$ cat config.mk
export PLATFORM = sky130hd
export DESIGN_NAME = ram_port_arbiter_flat
export DESIGN_NICKNAME = d
export VERILOG_FILES = /design/src/rtl/ram_port_arbiter_pkg.sv /design/src/rtl/ram_port_arbiter_if.sv /design/src/rtl/ram_port_arbiter.sv /design/src/flat_wrapper.sv
export SDC_FILE = /design/constraint.sdc
export NUM_CORES = 1
export LEC_CHECK = 0
export CORE_MARGIN = 2
export CORE_UTILIZATION = 27
export DETAILED_ROUTE_END_ITERATION = 10
export MAX_ROUTING_LAYER = met4
export PLACE_DENSITY_LB_ADDON = 0.2
export SLEW_MARGIN = 30
export SYNTH_ARGS = -nofsm -noshare
export SYNTH_HDL_FRONTEND = slang
export SYNTH_SLANG_ARGS = --single-unit
$ cat constraint.sdc
create_clock -name clk -period 1.2 [get_ports clk]
set_input_delay 0.12 -clock clk [delete_from_list [all_inputs] [get_ports clk]]
set_output_delay 0.12 -clock clk [all_outputs]
set_load 0.01 [all_outputs]
$ cat src/rtl/ram_port_arbiter_pkg.sv
// ram_port_arbiter_pkg: owner encodings and default widths shared by the arbiter, its interface and ram_new
package ram_port_arbiter_pkg;
  localparam logic OWN_W = 1'b0;
  localparam logic OWN_R = 1'b1;
  localparam int DEF_DW = 8;
  localparam int DEF_ADDR_DW = 4;
endpackage

$ cat src/rtl/ram_port_arbiter_if.sv
// ram_port_arbiter_if: requester handshakes plus RAM control pins; slave = arbiter side, master = requesters/RAM side
interface ram_port_arbiter_if
  import ram_port_arbiter_pkg::*;
#(
  parameter int DW = DEF_DW,
  parameter int ADDR_DW = DEF_ADDR_DW
);
  logic wr_valid;
  logic [ADDR_DW-1:0] wr_addr;
  logic [DW-1:0] wr_data;
  logic wr_ready;
  logic rd_valid;
  logic [ADDR_DW-1:0] rd_addr;
  logic rd_ready;
  logic rd_rvalid;
  logic [DW-1:0] rd_rdata;
  logic ram_we;
  logic ram_re;
  logic [ADDR_DW-1:0] ram_addr_w;
  logic [ADDR_DW-1:0] ram_addr_r;
  logic [DW-1:0] ram_din;
  logic [DW-1:0] ram_dout;
  modport slave (
    input wr_valid, wr_addr, wr_data, rd_valid, rd_addr, ram_dout,
    output wr_ready, rd_ready, rd_rvalid, rd_rdata, ram_we, ram_re, ram_addr_w, ram_addr_r, ram_din
  );
  modport master (
    output wr_valid, wr_addr, wr_data, rd_valid, rd_addr, ram_dout,
    input wr_ready, rd_ready, rd_rvalid, rd_rdata, ram_we, ram_re, ram_addr_w, ram_addr_r, ram_din
  );
endinterface

$ cat src/rtl/ram_port_arbiter.sv
// ram_port_arbiter: one-access-per-cycle RAM sharing between loader writes and feeder reads,
// alternating in bursts of up to BURST grants under contention
module ram_port_arbiter
  import ram_port_arbiter_pkg::*;
#(
  parameter int BURST = 4
) (
  input  logic clk,
  input  logic rst,
  ram_port_arbiter_if.slave bus
);
  localparam int CNT_W = $clog2(BURST + 1);
  logic r_cur;
  logic [CNT_W-1:0] r_cnt;
  logic w_keep, w_gw, w_gr;
  always_comb begin
    w_keep = r_cnt < CNT_W'(BURST);
    // under contention stay with the current owner until its burst is spent
    w_gw = bus.wr_valid & (~bus.rd_valid | ((r_cur == OWN_W) ? w_keep : ~w_keep));
    w_gr = bus.rd_valid & ~w_gw;
  end
  assign bus.wr_ready = w_gw;
  assign bus.rd_ready = w_gr;
  assign bus.ram_we = w_gw;
  assign bus.ram_re = w_gr;
  assign bus.ram_addr_w = bus.wr_addr;
  assign bus.ram_addr_r = bus.rd_addr;
  assign bus.ram_din = bus.wr_data;
  assign bus.rd_rdata = bus.ram_dout;
  always_ff @(posedge clk or posedge rst) begin
    if (rst) begin
      r_cur <= OWN_W;
      r_cnt <= '0;
      bus.rd_rvalid <= 1'b0;
    end else begin
      bus.rd_rvalid <= w_gr;
      if (!w_gw && !w_gr) r_cnt <= '0;
      else if (w_gr == r_cur) r_cnt <= w_keep ? r_cnt + CNT_W'(1) : r_cnt;
      else begin
        r_cur <= w_gr;
        r_cnt <= CNT_W'(1);
      end
    end
  end
endmodule

$ cat src/flat_wrapper.sv
// flat-port wrapper written by rule: the top's interface ports become plain ports
module ram_port_arbiter_flat import ram_port_arbiter_pkg::*;
#(
  parameter int BURST = 4
)
  (clk, rst, bus_wr_valid, bus_wr_addr, bus_wr_data, bus_rd_valid, bus_rd_addr, bus_ram_dout, bus_wr_ready, bus_rd_ready, bus_rd_rvalid, bus_rd_rdata, bus_ram_we, bus_ram_re, bus_ram_addr_w, bus_ram_addr_r, bus_ram_din);
  ram_port_arbiter_if bus_i ();
  input  logic clk;
  input  logic rst;
  input wire logic [$bits(bus_i.wr_valid)-1:0] bus_wr_valid;
  input wire logic [$bits(bus_i.wr_addr)-1:0] bus_wr_addr;
  input wire logic [$bits(bus_i.wr_data)-1:0] bus_wr_data;
  input wire logic [$bits(bus_i.rd_valid)-1:0] bus_rd_valid;
  input wire logic [$bits(bus_i.rd_addr)-1:0] bus_rd_addr;
  input wire logic [$bits(bus_i.ram_dout)-1:0] bus_ram_dout;
  output wire logic [$bits(bus_i.wr_ready)-1:0] bus_wr_ready;
  output wire logic [$bits(bus_i.rd_ready)-1:0] bus_rd_ready;
  output wire logic [$bits(bus_i.rd_rvalid)-1:0] bus_rd_rvalid;
  output wire logic [$bits(bus_i.rd_rdata)-1:0] bus_rd_rdata;
  output wire logic [$bits(bus_i.ram_we)-1:0] bus_ram_we;
  output wire logic [$bits(bus_i.ram_re)-1:0] bus_ram_re;
  output wire logic [$bits(bus_i.ram_addr_w)-1:0] bus_ram_addr_w;
  output wire logic [$bits(bus_i.ram_addr_r)-1:0] bus_ram_addr_r;
  output wire logic [$bits(bus_i.ram_din)-1:0] bus_ram_din;
  assign bus_i.wr_valid = bus_wr_valid;
  assign bus_i.wr_addr = bus_wr_addr;
  assign bus_i.wr_data = bus_wr_data;
  assign bus_i.rd_valid = bus_rd_valid;
  assign bus_i.rd_addr = bus_rd_addr;
  assign bus_i.ram_dout = bus_ram_dout;
  assign bus_wr_ready = bus_i.wr_ready;
  assign bus_rd_ready = bus_i.rd_ready;
  assign bus_rd_rvalid = bus_i.rd_rvalid;
  assign bus_rd_rdata = bus_i.rd_rdata;
  assign bus_ram_we = bus_i.ram_we;
  assign bus_ram_re = bus_i.ram_re;
  assign bus_ram_addr_w = bus_i.ram_addr_w;
  assign bus_ram_addr_r = bus_i.ram_addr_r;
  assign bus_ram_din = bus_i.ram_din;
  ram_port_arbiter #(.BURST(BURST)) u_core (.clk(clk), .rst(rst), .bus(bus_i));
endmodule
# Word-level counts from Yosys, hierarchy flattened
# Cells that the tools add are included.
# classes
n_addsub,1
order_cmp,1
n_eq_ne,2
muxes,4
bitwise_logic,8
n_reduce_logical,4
# ops
operator,count
$mux W3,3
$not A1 Y1,5
$add A3 B1 Y3 const B,1
$lt A3 B3 Y1 const B,1
$ne A3 B1 Y1 const B,1
$and A1 B1 Y1,2
$logic_not A1 Y1,2
$reduce_and A2 Y1,1
$eq A1 B1 Y1,1
$logic_and A1 B1 Y1,1
$mux W1,1
$or A1 B1 Y1,1
# word_totals
ff_bits,5
in_bits,28
out_inout_bits,29
elab_cells,23

# Logic depth before layout (Yosys ltp)
# depth
word_depth,11
mapped_depth,4
depth_no_buf,3

# Worst setup path after synthesis
# Ideal clock, no wire load.
# synth_path
kind,register -> output
start,reg u_core.r_cnt[2]
end,out bus_wr_ready
arrival_time_ps,1073
required_ps,1080
setup_slack_ps,7
path_stages_with_launch,4
path_buffers,1
cell_sequence,dfrtp_1 > xor2_1 > a21oi_1 > buf_4
# synth_between
elab_chain_len,5
# synth_lines
element,line,rtl
start: declaration,ram_port_arbiter.sv:14,logic [CNT_W-1:0] r_cnt;
start signal: assignment,ram_port_arbiter.sv:38,else if (w_gr == r_cur) r_cnt <= w_keep ? r_cnt + CNT_W'(1) : r_cnt;
$lt A3 B3 Y1 *,ram_port_arbiter.sv:17,w_keep = r_cnt < CNT_W'(BURST);
$not A1 Y1,ram_port_arbiter.sv:19,w_gw = bus.wr_valid & (~bus.rd_valid | ((r_cur == OWN_W) ? w_keep : ~w_keep));
$mux W1 *,ram_port_arbiter.sv:19,
$or A1 B1 Y1 *,ram_port_arbiter.sv:19,
$and A1 B1 Y1 *,ram_port_arbiter.sv:19,
end: declaration,flat_wrapper.sv:16,output wire logic [$bits(bus_i.wr_ready)-1:0] bus_wr_ready;
# Mark *: on every way between the ends. The rest lies on a longest branch, timed or not.

# Final worst setup path
# layout_path
start,reg u_core.r_cnt[2]
end,out bus_rd_ready
# layout_between
elab_chain_len,7
# layout_lines
element,line,rtl
$lt A3 B3 Y1 *,ram_port_arbiter.sv:17,
$not A1 Y1,ram_port_arbiter.sv:19,
$mux W1 *,ram_port_arbiter.sv:19,
$or A1 B1 Y1 *,ram_port_arbiter.sv:19,
$and A1 B1 Y1 *,ram_port_arbiter.sv:19,
$not A1 Y1 *,ram_port_arbiter.sv:20,w_gr = bus.rd_valid & ~w_gw;
$and A1 B1 Y1 *,ram_port_arbiter.sv:20,
end: declaration,flat_wrapper.sv:17,output wire logic [$bits(bus_i.rd_ready)-1:0] bus_rd_ready;
# Marked as above.

==> flow_summary.toml <==
[routing]
num_vias = 292
wl_um = 832
drc = 0
postRouteAntennaNets = 0
avgViaCountPerCell = 4.06
drt_first_iter_violations = 0
dr.pass1.iters = 1
wl_per_cell_um = 11.6

[setup_path]
path_class = "register to primary output"
required_ps = 1080
cp-start-kind = "register"
slowest_delay_ps = 400
r2r_setup_slack_ps = 60
path_cells = "xor2_2 > o21a_1 > buf_2"
r2r_cells = 4
critPathCaptureType = "primary output"
path_max_fanout = 3
arrival_ps = 1190
cp_slowest_cell = "dfrtp_1"

[power_and_ir_drop]
intPower_w = 0.000572
p_per_area_nw_per_um2 = 1960
combPwrFrac = 0.461
swShare = 0.364
p_sw_w = 0.000327
vdd_drop_max_uv = 745
leakage_nw = 0.211
clockPowerShare = 0.230
power_w = 0.000899
seqPwrFrac = 0.309

[global_route]
grt_antenna_before_repair = 0
grt_pass1_wl_um = 1310
grt_max_degree = 10
gr-usage-all-layers = 0.0930
grt_pass1_vias = 290
grt.overflow.total = 0

[yosys]
synth-main-ff-cell = "dfrtp_1"
synth_mux_area_frac = 0.0225
synth_compound_area_frac = 0.143
synth_top_area_cell = "buf_4"
yosysSeqAreaShare = 0.250
synth-edff-count = 0
synth-seq-cells = 5
synth_fa_ha_area_frac = 0.0250
synth_area_per_cell_um2 = 8.78
synth_most_common_cell = "buf_4"
yosys.area_share.simple = 0.100
synthXorXnorAreaFrac = 0.0175
postSynthNetCount = 86
async_flop_share = 1.00
netlist_instances = 57
synth-warning-count = 0
syn_area_um2 = 500
synth.distinct_cells = 19
yosys-top-cells-area = "buf_4 41%, dfrtp_1 25%, a21oi_1 3.0%"
yosys-top-cells-count = "27 x buf_4, 5 x dfrtp_1, 3 x a21oi_1, 3 x nand2_1"
synth_top_area_frac = 0.405
synth_top_family_by_area = "buffers and inverters"

[timing]
finalCritPeriodShare = 1.09
min_period_ps = 1310
max_freq_mhz = 762
worst_slack_ps = -112
setup_viol = 4
drv_slew = 0
clock_skew_ps = 0.856
slew_headroom = 0.854
holdWs_ps = 75.6
worst_pin_slew_ps = 218
rsz0062_at_grt = "yes"
finalHoldViolCount = 0

[job]
drv_cap = 0

[placed_design]
placed_area_um2 = 435
hpwl_um = 579
place_congestion = 0.730
post-place-ws_ps = -303
port_buffers = 8

[die]
ios = 57
rows = 15
dieHeight_um = 47.1
fp.coreArea_um2 = 1730
die_w_um = 47.1
start_util = 0.290
dieArea_um2 = 2210

[clock_tree]
clock_path_buffers = 2
clock_latency_ps = 250
cts_tree = "yes"
clkTransAtPathRegs_ps = 50
clkSinkCount = 5
clock-root-buffer = "clkbuf_4"
htreeDepth = 1
numCtsBuffers = 3

[final_layout]
final_util = 0.266
n_antenna_cell = 0
area.growth.synth_to_final_pct = -8.25
drive_gt1_frac = 0.362
layout.nets = 77
fin_area_um2 = 459

[min_path]
hold_class = "primary input to asynchronous set/reset pin"

[outcome]
failed_checks = "negative setup slack"
status = "finished with violations"
==> sequential cells by signal, indices dropped and copies added, names as in the netlist <==
signal                cells
u_core.r_cnt              3
u_core.r_cur              1
u_core.bus.rd_rvalid      1
==> stage by stage <==
stage	cells	TNS [ps]
detailed placement	67	-1520
global route	72	-650
finish	72	-375
global placement	67	-1600
floorplan	57	0
CTS	72	-413
==> critical path, delay by kind of cell, from the launching register on <==
family,cells,cell delay (ps)
buf+inv,1,140
xor+xnor,1,200
compound gates,1,200
flops,1,400
==> cell usage in the layout (no fill, tap or decap) <==
master,instances
a21oi_1,2
a21oi_2,1
a31oi_1,1
and3b_2,1
buf_2,4
buf_4,6
clkbuf_1,1
clkbuf_4,3
clkdlybuf4s50_1,3
dfrtp_1,5
dlygate4sd2_1,1
ha_1,1
inv_1,2
mux2_1,1
nand2_1,3
nand2b_1,2
nor2_1,1
nor2b_1,2
o21a_1,1
o21ai_1,2
o221a_1,1
o221ai_1,1
o22ai_2,1
xor2_2,1
==> power groups by stage <==
| stage | Clock (W) | Combinational [W] | Sequential [W] |
|---|---|---|---|
| final | 0.000206 | 0.000415 | 0.000278 |
| after global routing | 0.000227 | 0.000465 | 0.000284 |
| after CTS | 0.000211 | 0.000415 | 0.000279 |
| after detailed placement | 0 | 0.000423 | 0.000275 |
| after global placement | 0 | 0.000429 | 0.000270 |
| after floorplan | 0 | 0.000322 | 0.000291 |
==> layer usage <==
metal | wire length (um) | GRT usage | vias to the layer above | part of all wire
li1 | - | - | 140 | -
met1 | 379 | 0.111 | 134 | 0.46
met2 | 320 | 0.110 | 12 | 0.38
met3 | 115 | 0.0808 | 6 | 0.14
met4 | 17 | 0.0333 | 0 | 0.020
met5 | 0 | - | - | 0
==> final cells by class <==
cell class / instances / area, um2
Timing Repair Buffer: 14 / 104
Fill cell: 197 / 1270
Clock buffer: 4 / 26.3
Sequential cell: 5 / 125
Multi-Input combinational cell: 22 / 165
Tap cell: 25 / 31.3
Inverter: 2 / 7.51
==> worst paths after layout <==
path	startpoint	end
min reg2reg	u_core.r_cnt[1]	u_core.r_cnt[1]
max in group asynchronous	rst	u_core.r_cnt[0]
max reg2reg	u_core.r_cur	u_core.r_cnt[1]
min	rst	u_core.r_cur
max	u_core.r_cnt[2]	bus_rd_ready
min in group clk	bus_rd_addr[1]	bus_ram_addr_r[1]
==> cells by family after synthesis <==
family / Yosys count
adders and majority gates: 1
xor gates and xnor gates: 1
and+or+nand+nor: 9
AOI/OAI and AO/OA: 10
buffers and inverters: 30
muxes: 1
DFF: 5
==> timing repair <==
item,in CTS,in global routing
setup buffers,1,0
setup endpoints to repair,5,5
pin swaps,3,2
resized for setup,19,0
endpoints found under the hold margin,0,0
hold buffers,0,0
No activity file was read; power rests on OpenSTA's default activity.
